<file path="config.mk">
export PLATFORM = sky130hd
export DESIGN_NAME = rx_frame_ctrl
export DESIGN_NICKNAME = d
export VERILOG_FILES = /design/src/rtl/eth_rx_pkg.sv /design/src/rtl/crc32_d8.sv /design/src/rtl/rx_frame_ctrl.sv
export SDC_FILE = /design/constraint.sdc
export NUM_CORES = 1
export LEC_CHECK = 0
export ABC_AREA = 1
export CAP_MARGIN = 40
export CORE_ASPECT_RATIO = 0.9
export CORE_MARGIN = 8
export CORE_UTILIZATION = 46
export CTS_CLUSTER_SIZE = 10
export DETAILED_ROUTE_END_ITERATION = 6
export PLACE_DENSITY = 0.77
export SYNTH_ARGS = -nofsm -noshare
export SYNTH_HDL_FRONTEND = slang
export SYNTH_SLANG_ARGS = --single-unit
</file>
<file path="constraint.sdc">
create_clock -name clock -period 3.4 [get_ports clock]
set_input_delay 1.02 -clock clock [delete_from_list [all_inputs] [get_ports clock]]
set_output_delay 1.02 -clock clock [all_outputs]
set_load 0.01 [all_outputs]
</file>
<file path="src/rtl/eth_rx_pkg.sv">
// Shared types and constants for the receive frame controller.
package eth_rx_pkg;

  typedef enum logic [2:0] {
    S_IDLE    = 3'd0,
    S_DST     = 3'd1,
    S_BODY    = 3'd2,
    S_DISCARD = 3'd3,
    S_CHECK   = 3'd4
  } rx_state_t;

  localparam logic [47:0] BROADCAST_MAC = 48'hFFFF_FFFF_FFFF;
  localparam logic [31:0] CRC32_POLY    = 32'h04C11DB7;
  // Register value left after the whole frame, FCS included, has been shifted in.
  localparam logic [31:0] CRC32_RESIDUE = 32'hDEBB20E3;
  localparam int          FCS_LEN       = 4;

  // Bit-reverse a 32-bit word; the CRC runs LSB-first, so it uses the mirrored polynomial.
  function automatic logic [31:0] reflect32(input logic [31:0] v);
    logic [31:0] r;
    for (int i = 0; i < 32; i++) r[i] = v[31-i];
    return r;
  endfunction

endpackage

</file>
<file path="src/rtl/crc32_d8.sv">
// Combinational CRC-32 next state for one byte, reflected (LSB-first) form.
// Only instantiated when RX_FCS_CHECK_EN is defined.
module crc32_d8
  import eth_rx_pkg::*;
(
  input  logic [31:0] crc_in,
  input  logic [7:0]  data,
  output logic [31:0] crc_out
);

  localparam logic [31:0] POLY_REFL = reflect32(CRC32_POLY);

  logic [31:0] c;

  // Eight serial LSB-first shift steps unrolled into one cycle.
  always_comb begin
    c = crc_in ^ {24'h0, data};
    for (int i = 0; i < 8; i++) begin
      c = c[0] ? ((c >> 1) ^ POLY_REFL) : (c >> 1);
    end
    crc_out = c;
  end

endmodule

</file>
<file path="src/rtl/rx_frame_ctrl.sv">
// Receive frame controller: writes one frame into the buffer, filters on
// destination MAC and length, then commits or drops it.
// Optional FCS check: define RX_FCS_CHECK_EN.
//
// state     | meaning
// S_IDLE    | waiting for rx_active to rise (armed only after rx_active seen low)
// S_DST     | bytes 1-6, destination MAC compare, all bytes written
// S_BODY    | remaining bytes written at address = byte index
// S_DISCARD | frame rejected, bytes counted but not written
// S_CHECK   | one-cycle accept/reject decision, commit or drop pulse
module rx_frame_ctrl
  import eth_rx_pkg::*;
#(
  parameter int MAX_FRAME = 1518,
  parameter int MIN_FRAME = 64,
  parameter int ADDR_W    = 11,
  parameter int CNT_W     = 16
) (
  input  logic              clock,
  input  logic              reset,
  input  logic [7:0]        rx_data,
  input  logic              rx_active,
  input  logic [47:0]       local_mac,
  input  logic              buf_ready,
  output logic              wr_en,
  output logic [ADDR_W-1:0] wr_addr,
  output logic [7:0]        wr_data,
  output logic              commit,
  output logic [ADDR_W:0]   commit_len,
  output logic              drop,
  output logic [CNT_W-1:0]  frames_ok,
  output logic [CNT_W-1:0]  frames_drop
);

  localparam int CW = ADDR_W + 1;
  localparam logic [CW-1:0] MAX_C = CW'(MAX_FRAME);
  localparam logic [CW-1:0] MIN_C = CW'(MIN_FRAME);

  rx_state_t     state;
  logic          rx_active_q;
  logic [CW-1:0] count;
  logic [CW-1:0] count_inc;
  logic          mac_ok;
  logic          bc_ok;
  logic          force_drop;
  logic [7:0]    mac_byte;
  logic          mac_hit;
  logic          bc_hit;
  logic          fcs_ok;
  logic          accept;

`ifdef RX_FCS_CHECK_EN
  logic [31:0] crc;
  logic [31:0] crc_next;

  // A new frame restarts the CRC from all-ones.
  crc32_d8 u_crc (
    .crc_in  ((state == S_IDLE) ? 32'hFFFF_FFFF : crc),
    .data    (rx_data),
    .crc_out (crc_next)
  );

  assign fcs_ok = (crc == CRC32_RESIDUE);
`else
  assign fcs_ok = 1'b1;
`endif

  assign count_inc = (count == '1) ? count : count + 1'b1;
  assign accept    = !force_drop && (count >= MIN_C) && (count <= MAX_C) && fcs_ok;

  // Select the local MAC byte for the current destination byte, MSB first.
  always_comb begin
    mac_byte = local_mac[47:40];
    if (state != S_IDLE) begin
      case (count[2:0])
        3'd1:    mac_byte = local_mac[39:32];
        3'd2:    mac_byte = local_mac[31:24];
        3'd3:    mac_byte = local_mac[23:16];
        3'd4:    mac_byte = local_mac[15:8];
        3'd5:    mac_byte = local_mac[7:0];
        default: mac_byte = local_mac[47:40];
      endcase
    end
    mac_hit = (rx_data == mac_byte) && ((state == S_IDLE) || mac_ok);
    bc_hit  = (rx_data == BROADCAST_MAC[7:0]) && ((state == S_IDLE) || bc_ok);
  end

  // Frame sequencing, registered buffer writes, result pulses and statistics.
  always_ff @(posedge clock) begin
    if (reset) begin
      state       <= S_IDLE;
      rx_active_q <= 1'b1;
      count       <= '0;
      mac_ok      <= 1'b0;
      bc_ok       <= 1'b0;
      force_drop  <= 1'b0;
      wr_en       <= 1'b0;
      wr_addr     <= '0;
      wr_data     <= '0;
      commit      <= 1'b0;
      commit_len  <= '0;
      drop        <= 1'b0;
      frames_ok   <= '0;
      frames_drop <= '0;
`ifdef RX_FCS_CHECK_EN
      crc         <= '1;
`endif
    end else begin
      rx_active_q <= rx_active;
      wr_en       <= 1'b0;
      commit      <= 1'b0;
      drop        <= 1'b0;
      commit_len  <= '0;
      case (state)
        S_IDLE: begin
          if (rx_active && !rx_active_q) begin
            count      <= CW'(1);
            force_drop <= 1'b0;
            if (buf_ready) begin
              state   <= S_DST;
              wr_en   <= 1'b1;
              wr_addr <= '0;
              wr_data <= rx_data;
              mac_ok  <= mac_hit;
              bc_ok   <= bc_hit;
`ifdef RX_FCS_CHECK_EN
              crc     <= crc_next;
`endif
            end else begin
              state <= S_DISCARD;
            end
          end
        end
        S_DST: begin
          if (!rx_active) begin
            state      <= S_CHECK;
            force_drop <= 1'b1;
          end else begin
            wr_en   <= 1'b1;
            wr_addr <= count[ADDR_W-1:0];
            wr_data <= rx_data;
            count   <= count_inc;
            mac_ok  <= mac_hit;
            bc_ok   <= bc_hit;
`ifdef RX_FCS_CHECK_EN
            crc     <= crc_next;
`endif
            if (count == CW'(5)) state <= (mac_hit || bc_hit) ? S_BODY : S_DISCARD;
          end
        end
        S_BODY: begin
          if (!rx_active) begin
            state <= S_CHECK;
          end else if (count == MAX_C) begin
            // The byte that would exceed MAX_FRAME is not written.
            state      <= S_DISCARD;
            force_drop <= 1'b1;
            count      <= count_inc;
          end else begin
            wr_en   <= 1'b1;
            wr_addr <= count[ADDR_W-1:0];
            wr_data <= rx_data;
            count   <= count_inc;
`ifdef RX_FCS_CHECK_EN
            crc     <= crc_next;
`endif
          end
        end
        S_DISCARD: begin
          if (!rx_active) begin
            state      <= S_CHECK;
            force_drop <= 1'b1;
          end else begin
            count <= count_inc;
          end
        end
        S_CHECK: begin
          state <= S_IDLE;
          if (accept) begin
            commit     <= 1'b1;
            commit_len <= count - CW'(FCS_LEN);
            if (frames_ok != '1) frames_ok <= frames_ok + 1'b1;
          end else begin
            drop <= 1'b1;
            if (frames_drop != '1) frames_drop <= frames_drop + 1'b1;
          end
        end
        default: state <= S_IDLE;
      endcase
    end
  end

endmodule

</file>
==> metrics.txt <==
# TYPE chip_impl_metric gauge
chip_impl_metric{name="synth_compound_gate_area_share",unit=""} 0.126
chip_impl_metric{name="placementRows",unit=""} 34
chip_impl_metric{name="synth_adder_area_share",unit=""} 0.0326
chip_impl_metric{name="synth-warning-count",unit=""} 0
chip_impl_metric{name="power_density",unit="nW/um2"} 468
chip_impl_metric{name="yosys_register_bits",unit=""} 85
chip_impl_metric{name="core-area",unit="um2"} 9700
chip_impl_metric{name="share_of_final_layout_standard_cells_stronger_than_drive_strength_1",unit=""} 0.0741
chip_impl_metric{name="port_buffers",unit=""} 125
chip_impl_metric{name="synth_simple_gate_area_frac",unit=""} 0.361
chip_impl_metric{name="drtIter0Drc",unit=""} 363
chip_impl_metric{name="first_global_vias",unit=""} 4604
chip_impl_metric{name="synthToLayoutAreaGrowth",unit="%"} 33.5
chip_impl_metric{name="synth.avg_cell_area",unit="um2"} 6.71
chip_impl_metric{name="p_total",unit="mW"} 2.87
chip_impl_info{name="yosys-top-cells-area",value="sky130_fd_sc_hd__dfxtp_1 37%, sky130_fd_sc_hd__nand2_1 12%, sky130_fd_sc_hd__a21oi_1 7.1%"} 1
chip_impl_metric{name="start_util",unit=""} 0.475
chip_impl_metric{name="synth_edf_count",unit=""} 0
chip_impl_metric{name="cap_violations",unit=""} 0
chip_impl_metric{name="global_route_wire_length_before_repair",unit="mm"} 21.6
chip_impl_metric{name="finalMaxSlewViolations",unit=""} 0
chip_impl_metric{name="vias",unit=""} 4808
chip_impl_metric{name="clock_tree.htree_level_count",unit=""} 3
chip_impl_metric{name="layout.cell_area.non_filler",unit="um2"} 6140
chip_impl_metric{name="worstSkewPairLatency",unit="ns"} 0.35
chip_impl_metric{name="vdd.ir_drop.worst",unit="uV"} 346
chip_impl_metric{name="r2r_slack",unit="ns"} 0.78
chip_impl_info{name="post_synth_most_frequent_cells",value="152 x sky130_fd_sc_hd__nand2_1, 85 x sky130_fd_sc_hd__dfxtp_1, 82 x sky130_fd_sc_hd__inv_1, 69 x sky130_fd_sc_hd__nor2_1, 65 x sky130_fd_sc_hd__a21oi_1"} 1
chip_impl_metric{name="asyncSetResetFlopFracSynth",unit=""} 0
chip_impl_metric{name="first_pass_drt_iterations",unit=""} 5
chip_impl_metric{name="worst-endpoint-arrival",unit="ns"} 2.95
chip_impl_metric{name="routedWlPerCell",unit="um"} 13.9
chip_impl_metric{name="actual_slew_at_the_worst_max_slew_pin",unit="ns"} 0.605
chip_impl_metric{name="gr-total-overflow",unit=""} 0
chip_impl_metric{name="postPlaceCellArea",unit="um2"} 5940
chip_impl_metric{name="static_leakage_power",unit="nW"} 2.47
chip_impl_info{name="hold_class",value="flip-flop to flip-flop"} 1
chip_impl_metric{name="insertedDiodeCount",unit=""} 0
chip_impl_metric{name="syn-num-nets",unit=""} 758
chip_impl_metric{name="netlist.area_leader.share",unit=""} 0.370
chip_impl_metric{name="via_per_inst",unit=""} 5.14
chip_impl_metric{name="post_synth_xor_area_fraction",unit=""} 0.0114
chip_impl_info{name="worst_setup_path_start_kind",value="input pin"} 1
chip_impl_info{name="hp-start",value="force_drop$_SDFFE_PP0P_"} 1
chip_impl_info{name="run_status",value="completed"} 1
chip_impl_metric{name="cp.required",unit="ns"} 3.65
chip_impl_metric{name="fraction_of_synthesized_area_in_multiplexers",unit=""} 0
chip_impl_info{name="worstSetupEndpointType",value="flip-flop"} 1
chip_impl_metric{name="period_share",unit=""} 0.794
chip_impl_metric{name="cts.repair.resized",unit=""} 0
chip_impl_metric{name="post-route-min-period",unit="ns"} 2.70
chip_impl_metric{name="route.final.wire_length",unit="mm"} 13.0
chip_impl_info{name="hold_end",value="force_drop$_SDFFE_PP0P_"} 1
chip_impl_info{name="synthFlopType",value="sky130_fd_sc_hd__dfxtp_1"} 1
chip_impl_metric{name="cts.path.max_buffers",unit=""} 2
chip_impl_info{name="yosysTopAreaCell",value="sky130_fd_sc_hd__dfxtp_1"} 1
chip_impl_metric{name="hold_depth",unit=""} 2
chip_impl_metric{name="route.detailed.drc",unit=""} 0
chip_impl_metric{name="design.die.area",unit="um2"} 13500
chip_impl_metric{name="timing.setup.tns",unit="ns"} 0
chip_impl_metric{name="design.final.nets",unit=""} 877
chip_impl_metric{name="cts.clk_slew.worst_paths",unit="ns"} 0.09
chip_impl_metric{name="routability_cong",unit=""} 0.917
chip_impl_metric{name="design.portCount",unit=""} 126
chip_impl_metric{name="netlist_instances",unit=""} 686
chip_impl_metric{name="drtAntennaViolNets",unit=""} 0
chip_impl_metric{name="numCtsBuffers",unit=""} 9
chip_impl_metric{name="chipWidth",unit="um"} 121
chip_impl_metric{name="worst-r2r-cell-count",unit=""} 15
chip_impl_metric{name="grt_antenna_before_repair",unit=""} 0
chip_impl_metric{name="synth_sequential_area_ratio",unit=""} 0.370
chip_impl_metric{name="clkSinkCount",unit=""} 85
chip_impl_metric{name="dieHeight",unit="um"} 111
chip_impl_info{name="critical_path_class",value="input pin to flip-flop"} 1
chip_impl_metric{name="syn_area",unit="um2"} 4600
chip_impl_metric{name="hold_buffers",unit=""} 0
chip_impl_info{name="synth_top_family_by_area",value="simple AND/OR/NAND/NOR gates"} 1
chip_impl_metric{name="finalClockSkew",unit="ns"} 0.0125
chip_impl_metric{name="grt_max_degree",unit=""} 35
chip_impl_metric{name="globalRouteTotalUtil",unit=""} 0.192
chip_impl_info{name="cts_tree",value="yes"} 1
chip_impl_info{name="unrepaired_setup_endpoints_after_global_routing",value="no"} 1
chip_impl_metric{name="setup_viol",unit=""} 0
chip_impl_metric{name="synthDistinctLibCells",unit=""} 40
chip_impl_info{name="yosysMostFrequentCell",value="sky130_fd_sc_hd__nand2_1"} 1
chip_impl_metric{name="timing.critical_path.fanout_max",unit=""} 9
chip_impl_info{name="worstReg2RegStart",value="count[2]$_SDFFE_PP0P_"} 1
chip_impl_info{name="root_driver",value="sky130_fd_sc_hd__clkbuf_8"} 1
chip_impl_metric{name="timing.fmax",unit="GHz"} 0.371
chip_impl_metric{name="hold_violations",unit=""} 0
chip_impl_metric{name="maxSlewHeadroom",unit=""} 0.596
chip_impl_metric{name="post_cts_repair_setup_buffers",unit=""} 0
chip_impl_metric{name="dp_hpwl",unit="mm"} 10.2
chip_impl_info{name="r2r-end",value="state[0]$_SDFFE_PP0P_"} 1
## per-stage QoR
| step | hold slack, ns | setup slack, ns | instances | utilization |
|---|---|---|---|---|
| 4_1_cts | 0.460 | 0.718 | 936 | 0.634 |
| 6_report | 0.466 | 0.702 | 936 | 0.634 |
| 2_1_floorplan | 0.435 | 1.13 | 686 | - |
| 5_1_grt | 0.483 | 0.480 | 936 | 0.634 |
| 3_3_place_gp | 0.447 | 0.403 | 920 | 0.612 |
| 3_5_place_dp | 0.447 | 0.334 | 920 | 0.612 |
## critical path, stage by stage
cell and delay, ns:
sky130_fd_sc_hd__clkdlybuf4s50_1 0.56, sky130_fd_sc_hd__inv_2 0.11, sky130_fd_sc_hd__or2_4 0.26, sky130_fd_sc_hd__nor2_4 0.11, sky130_fd_sc_hd__inv_2 0.05, sky130_fd_sc_hd__nand2_4 0.12, sky130_fd_sc_hd__nand3_4 0.09, sky130_fd_sc_hd__nor3_4 0.22
sky130_fd_sc_hd__nand2_2 0.09, sky130_fd_sc_hd__nor2_2 0.13, sky130_fd_sc_hd__nand3_1 0.08, sky130_fd_sc_hd__nand2_1 0.08, sky130_fd_sc_hd__nor2_1 0.04
## registers in the layout (all words and copies together), names as in the netlist
name,flops
bc_ok,1
wr_en,1
commit,1
count,12
state,3
commit_len,12
frames_ok,16
rx_active_q,1
wr_data,8
drop,1
mac_ok,1
frames_drop,16
wr_addr,11
force_drop,1
## cell usage in the layout (no fill, tap or decap), types with 5 or more instances in the layout
master	instances
sky130_fd_sc_hd__a21oi_1	65
sky130_fd_sc_hd__a31oi_1	6
sky130_fd_sc_hd__buf_4	5
sky130_fd_sc_hd__clkbuf_8	10
sky130_fd_sc_hd__clkdlybuf4s50_1	125
sky130_fd_sc_hd__dfxtp_1	85
sky130_fd_sc_hd__ha_1	12
sky130_fd_sc_hd__inv_1	82
sky130_fd_sc_hd__inv_2	9
sky130_fd_sc_hd__nand2_1	152
sky130_fd_sc_hd__nand2_2	6
sky130_fd_sc_hd__nand3_1	64
sky130_fd_sc_hd__nand4_1	10
sky130_fd_sc_hd__nor2_1	69
sky130_fd_sc_hd__nor2_2	5
sky130_fd_sc_hd__nor3_1	35
sky130_fd_sc_hd__nor3_2	7
sky130_fd_sc_hd__o21ai_0	31
sky130_fd_sc_hd__xor2_1	5
## layout make-up
type	instances	area, um2
repair buffers	130	1290
clock inverters	6	71.3
flip-flops and latches	85	1700
inverters	91	342
fillers	879	3550
clock buffers	10	138
well taps	126	158
multi-input cells	488	2450
## power by group
group          total [mW]  switching, mW  leakage [nW]  internal, mW
clock network       0.743          0.377         0.104         0.366
logic               0.971          0.590          1.68         0.380
registers            1.16         0.0871         0.688          1.07
total                2.87           1.05          2.47          1.82
## layer usage
metal  global-route usage  wire length, um
met1                0.232             5660
met3               0.0499              795
met2                0.326             6360
met4               0.0501              202
met5                    0                0
## worst max-delay path by stage
stage	start	depth (start not counted)	to	slack (ns)
after CTS	rx_active	13	count[9]$_SDFFE_PP0P_	0.72
final	rx_active	13	count[9]$_SDFFE_PP0P_	0.70
after floorplan	rx_active	12	count[9]$_SDFFE_PP0P_	1.13
after global routing	count[2]$_SDFFE_PP0P_	15	frames_drop[8]$_SDFFE_PP0P_	0.48
after detailed placement	rx_active	13	count[9]$_SDFFE_PP0P_	0.33
after global placement	rx_active	13	count[9]$_SDFFE_PP0P_	0.40
## cells by family after synthesis
kind of cell             count (synthesis)
AND/OR/NAND/NOR                        360
buffers and inverters                  113
adder cells (fa/ha/maj)                 12
AO/OA/AOI/OAI                          109
other                                    1
XOR/XNOR                                 6
flip-flops                              85
No activity file was read; power rests on OpenSTA's default activity.
